--- src/rtl/mem_access_sequencer.sv ---
// Request sequencer in front of the 3-to-8 row decoder of the 8x8-bit memory array.
// Define MEM_ACCESS_SEQUENCER_ACCESS_COUNT_EN to add the saturating o_access_count output.
module mem_access_sequencer #(
   parameter int ACCESS_CYCLES = 2
) (
   input  logic       clk,
   input  logic       rst,
   input  logic       i_req_valid,
   output logic       o_req_ready,
   input  logic       i_write,
   input  logic [2:0] i_address,
   input  logic [7:0] i_wdata,
   output logic [2:0] o_k_address,
   output logic       o_valid,
   output logic       o_write_en,
   output logic       o_read_en,
   output logic [7:0] o_wdata,
   input  logic [7:0] i_rdata,
   output logic       o_rsp_valid,
   output logic [7:0] o_rdata,
   input  logic       i_rsp_ready,
`ifdef MEM_ACCESS_SEQUENCER_ACCESS_COUNT_EN
   output logic [7:0] o_access_count,
`endif
   output logic [1:0] dbg_state
);

   // Handshakes (request and response): a transfer happens on a rising edge where valid and
   // ready are both high; the source holds valid and payload stable until that edge.

   typedef enum logic [1:0] {
      IDLE   = 2'd0,
      SETUP  = 2'd1,
      ACCESS = 2'd2,
      RESP   = 2'd3
   } state_t;

   localparam logic [3:0] CNT_LOAD = 4'(ACCESS_CYCLES - 1);

   state_t     state;
   logic [3:0] cnt;
   logic       write_q;

   assign dbg_state = state;

   always_ff @(posedge clk) begin
      if (rst) begin
         state       <= IDLE;
         cnt         <= '0;
         write_q     <= 1'b0;
         o_req_ready <= 1'b1;
         o_k_address <= '0;
         o_wdata     <= '0;
         o_valid     <= 1'b0;
         o_write_en  <= 1'b0;
         o_read_en   <= 1'b0;
         o_rsp_valid <= 1'b0;
         o_rdata     <= '0;
      end else begin
         case (state)
            IDLE: begin
               if (i_req_valid && o_req_ready) begin
                  write_q     <= i_write;
                  o_k_address <= i_address;
                  o_wdata     <= i_wdata;
                  o_req_ready <= 1'b0;
                  state       <= SETUP;
               end
            end
            // One dead cycle lets the address settle before the decoder is enabled.
            SETUP: begin
               state      <= ACCESS;
               cnt        <= CNT_LOAD;
               o_valid    <= 1'b1;
               o_write_en <= write_q;
               o_read_en  <= !write_q;
            end
            ACCESS: begin
               if (cnt == 4'd0) begin
                  o_valid    <= 1'b0;
                  o_write_en <= 1'b0;
                  o_read_en  <= 1'b0;
                  if (write_q) begin
                     state       <= IDLE;
                     o_req_ready <= 1'b1;
                  end else begin
                     state       <= RESP;
                     o_rdata     <= i_rdata;
                     o_rsp_valid <= 1'b1;
                  end
               end else begin
                  cnt <= cnt - 4'd1;
               end
            end
            RESP: begin
               if (i_rsp_ready) begin
                  state       <= IDLE;
                  o_rsp_valid <= 1'b0;
                  o_req_ready <= 1'b1;
               end
            end
            default: state <= IDLE;
         endcase
      end
   end

`ifdef MEM_ACCESS_SEQUENCER_ACCESS_COUNT_EN
   logic [7:0] access_count_q;

   // Counts on the final ACCESS edge only, so a reset during ACCESS never counts.
   always_ff @(posedge clk) begin
      if (rst) begin
         access_count_q <= '0;
      end else if (state == ACCESS && cnt == 4'd0 && access_count_q != 8'hFF) begin
         access_count_q <= access_count_q + 8'd1;
      end
   end

   assign o_access_count = access_count_q;
`endif

   // Strobe sanity: never both strobes, never a strobe without the decoder enabled.
   assert property (@(posedge clk) disable iff (rst) !(o_write_en && o_read_en));
   assert property (@(posedge clk) disable iff (rst) (o_write_en || o_read_en) |-> o_valid);
   assert property (@(posedge clk) disable iff (rst) !(o_req_ready && (o_valid || o_rsp_valid)));

endmodule

--- config.mk ---
export PLATFORM = sky130hd
export DESIGN_NAME = mem_access_sequencer
export DESIGN_NICKNAME = d
export VERILOG_FILES = /design/src/rtl/mem_access_sequencer.sv
export SDC_FILE = /design/constraint.sdc
export NUM_CORES = 1
export LEC_CHECK = 0
export ABC_AREA = 1
export BUFFER_PORTS_ARGS = -buffer_cell sky130_fd_sc_hd__buf_4
export CORE_ASPECT_RATIO = 1.5
export CORE_UTILIZATION = 40
export CTS_BUF_LIST = sky130_fd_sc_hd__clkbuf_16
export CTS_CLUSTER_DIAMETER = 50
export DETAILED_ROUTE_END_ITERATION = 6
export GPL_TIMING_DRIVEN = 0
export MAX_ROUTING_LAYER = met4
export PLACE_DENSITY = 0.77
export SYNTH_ARGS = -nofsm -noshare
export SYNTH_HDL_FRONTEND = slang
export SYNTH_SLANG_ARGS = --single-unit
--- constraint.sdc ---
create_clock -name clk -period 1.86 [get_ports clk]
set_input_delay 0.279 -clock clk [delete_from_list [all_inputs] [get_ports clk]]
set_output_delay 0.279 -clock clk [all_outputs]
set_load 0.1 [all_outputs]
==> flow_summary.ini <==
[synthesis]
ys_seq_area_frac = 0.448
yosys.area.top_type_share = 0.448
synth_area_leaders = dfxtp_1 45%, o21ai_0 8.0%, nand2_1 7.1%
synth.distinct_cells = 24
synthXorXnorAreaFrac = 0.00633
yosysMostFrequentCell = dfxtp_1
synthArstFlopShare = 0
syn_nets = 213
synth_top_family_by_area = simple AND/OR/NAND/NOR gates
ys_warn_count = 0
synth_compound_gate_area_share = 0.148
syn_inst = 182
yosys_register_bits = 31
synth_top_flop_cell = dfxtp_1
synth_common_cells = 31 x dfxtp_1, 26 x nand2_1, 26 x nor2_1
synth_edf_count = 0
yosys.area_share.adder = 0.0633
syn_avg_cell_area_um2 = 7.60
yosys.area.top_type = dfxtp_1
synthesis.area_mm2 = 0.00138
yosys.area_share.simple = 0.251
synthMuxAreaShare = 0

[worst_setup_path]
worst_ep_arrival_time_ns = 1.71
cp_cell_sequence = inv_1 -> ha_1 -> nand3_1 -> clkbuf_1 -> a21oi_1
cp_slowest_cell = clkbuf_1
cp-start-kind = flop
r2r_start = dbg_state[0]$_SDFFE_PP0P_
timing_worst_setup_path_type = reg2reg
cp-end-kind = flop
crit_fanout = 10
cp_data_required_time_ns = 2.01
max_stage_delay_ns = 0.39
cp-startpoint = dbg_state[0]$_SDFFE_PP0P_

[global_routing]
use_met3 = 0.0654
grt_usage = 0.200
grt_max_degree = 11
grt_pass1_vias = 1242
gr-usage-met1 = 0.197
met2_usage = 0.330
antenna_found_initial = 0
grt_overflow = 0
grt_busiest_layer = met2
grt_pass1_wl_um = 5200

[routing]
antenna_left = 0
wl_per_cell_um = 11.1
drtIter0Drc = 24
num_vias = 1322
vias_per_cell = 4.74
finalWirelength_um = 3110
drcViolationCount = 0
first_pass_iters = 4

[sta]
setup_viol = 0
timing.final.crit_period_ns = 1.56
tightest_slew_ns = 0.441
fin_crit_sh = 0.839
max_freq_ghz = 0.641
relSlewSlack = 0.706
skew_ns = 0.00486
hold_violations = 0
finalSetupTns_ns = 0
slew_viol_final = 0
rsz0062_at_grt = no

[placed_design]
io_buffers = 49
hpwl_um = 2380
gp_congestion = 0.821

[cells_and_area]
nets = 269
diodes = 0
area_growth_pct = 40.3
drive_gt1_frac = 0.280

[floorplan]
initial_core_util = 0.430
die-area_mm2 = 0.00370
core_mm2 = 0.00322
num_rows = 25
fp.dieH_um = 74.0
num_io_pins = 50
dieWidth_um = 50.0

[cts]
htree_num_levels = 2
hold_buffers = 0
root_buffer = clkbuf_16
clkSinkCount = 31
cts_tree = done
cts_buffer_depth = 2
insertion_delay_ns = 0.28
clk_pin_slew_ns = 0.05
cts_buffers = 5
post-cts-setup-buffers = 0
post_cts_resized = 0

[hold_path]
hp-class = in2reg
hp-start = rst

[run]
drv_cap = 0

[run_status]
outcome = complete, no violations
==> kinds of logic (layout without fill, tap and decap cells) <==
| kind of cell | after synthesis | after routing |
|---|---|---|
| compound gates | 41 | 41 |
| fa+ha+maj | 7 | 7 |
| flops | 31 | 31 |
| simple gates | 73 | 73 |
| xor+xnor | 1 | 1 |
| buf+inv | 29 | 86 |
==> worst max-delay path, delay by kind of cell (launching register included) <==
| family | cells | cell delay (ns) |
|---|---|---|
| buf+inv | 2 | 0.49 |
| fa+ha+maj | 1 | 0.24 |
| flops | 1 | 0.36 |
| compound gates | 1 | 0.13 |
| simple gates | 1 | 0.20 |
==> final timing paths <==
kind	endpoint	slack (ns)	cells past startpoint
max	o_k_address[2]$_SDFFE_PP0P_	0.30	5
min	dbg_state[1]$_SDFFE_PP0P_	0.18	2
max reg2reg	o_k_address[2]$_SDFFE_PP0P_	0.30	5
min reg2reg	o_wdata[7]$_SDFFE_PP0P_	0.44	2
==> through the flow <==
stage                     utilization  worst slack, ns  instances  instance area (um2)  hold WS [ns]
after floorplan                     -           0.0129        182                 1390         0.341
after global placement          0.560            0.285        271                 1800         0.431
after detailed placement        0.560            0.297        271                 1800         0.436
after CTS                       0.603            0.273        279                 1940         0.189
after global routing            0.603            0.129        279                 1940         0.193
final                           0.603            0.300        279                 1940         0.184
==> flip-flops by register name, summed over array words and instances (netlist names) <==
name and cells:
dbg_state 2, o_rsp_valid 1, cnt 4, o_k_address 3, o_write_en 1, write_q 1
o_read_en 1, o_valid 1, o_rdata 8, o_wdata 8, o_req_ready 1
==> layout make-up <==
cell class	instances	area (um2)
fillers	291	1280
multi-input cells	122	649
flip-flops and latches	31	623
repair buffers	49	368
clock buffers	5	125
inverters	25	96.3
well taps	40	50.0
plain buffers	4	17.5
clock inverters	3	12.5
==> cells in the final DEF (no fill, tap or decap) <==
| master | Yosys | layout |
|---|---|---|
| nor3_1 | 2 | 2 |
| inv_2 | 1 | 1 |
| clkinv_2 | 0 | 1 |
| nor2_4 | 1 | 1 |
| ha_1 | 7 | 7 |
| nand3_4 | 1 | 1 |
| nand2_2 | 1 | 1 |
| a21oi_1 | 17 | 17 |
| nand3_2 | 1 | 1 |
| dfxtp_2 | 0 | 2 |
| nand3_1 | 8 | 8 |
| or2_1 | 1 | 1 |
| clkbuf_16 | 0 | 5 |
| buf_2 | 2 | 2 |
| o21ai_0 | 22 | 22 |
| nor2_8 | 1 | 1 |
| nor2_1 | 26 | 26 |
| inv_4 | 1 | 1 |
| or2_2 | 1 | 1 |
| clkbuf_1 | 1 | 1 |
| buf_4 | 0 | 49 |
| xor2_1 | 1 | 1 |
| o21ai_1 | 2 | 2 |
| inv_1 | 23 | 25 |
| dfxtp_1 | 31 | 29 |
| buf_1 | 1 | 1 |
| nand2_1 | 26 | 26 |
| nand4_1 | 4 | 4 |
==> layer usage <==
metal	vias to the layer above	part of all wire
met1	581	0.41
met4	0	0.033
li1	695	-
met3	8	0.053
met2	38	0.51
met5	-	0
Power is left out: the tool's default activity adds up to more than one toggle a clock period on the data nets, which glitch-free logic cannot reach.
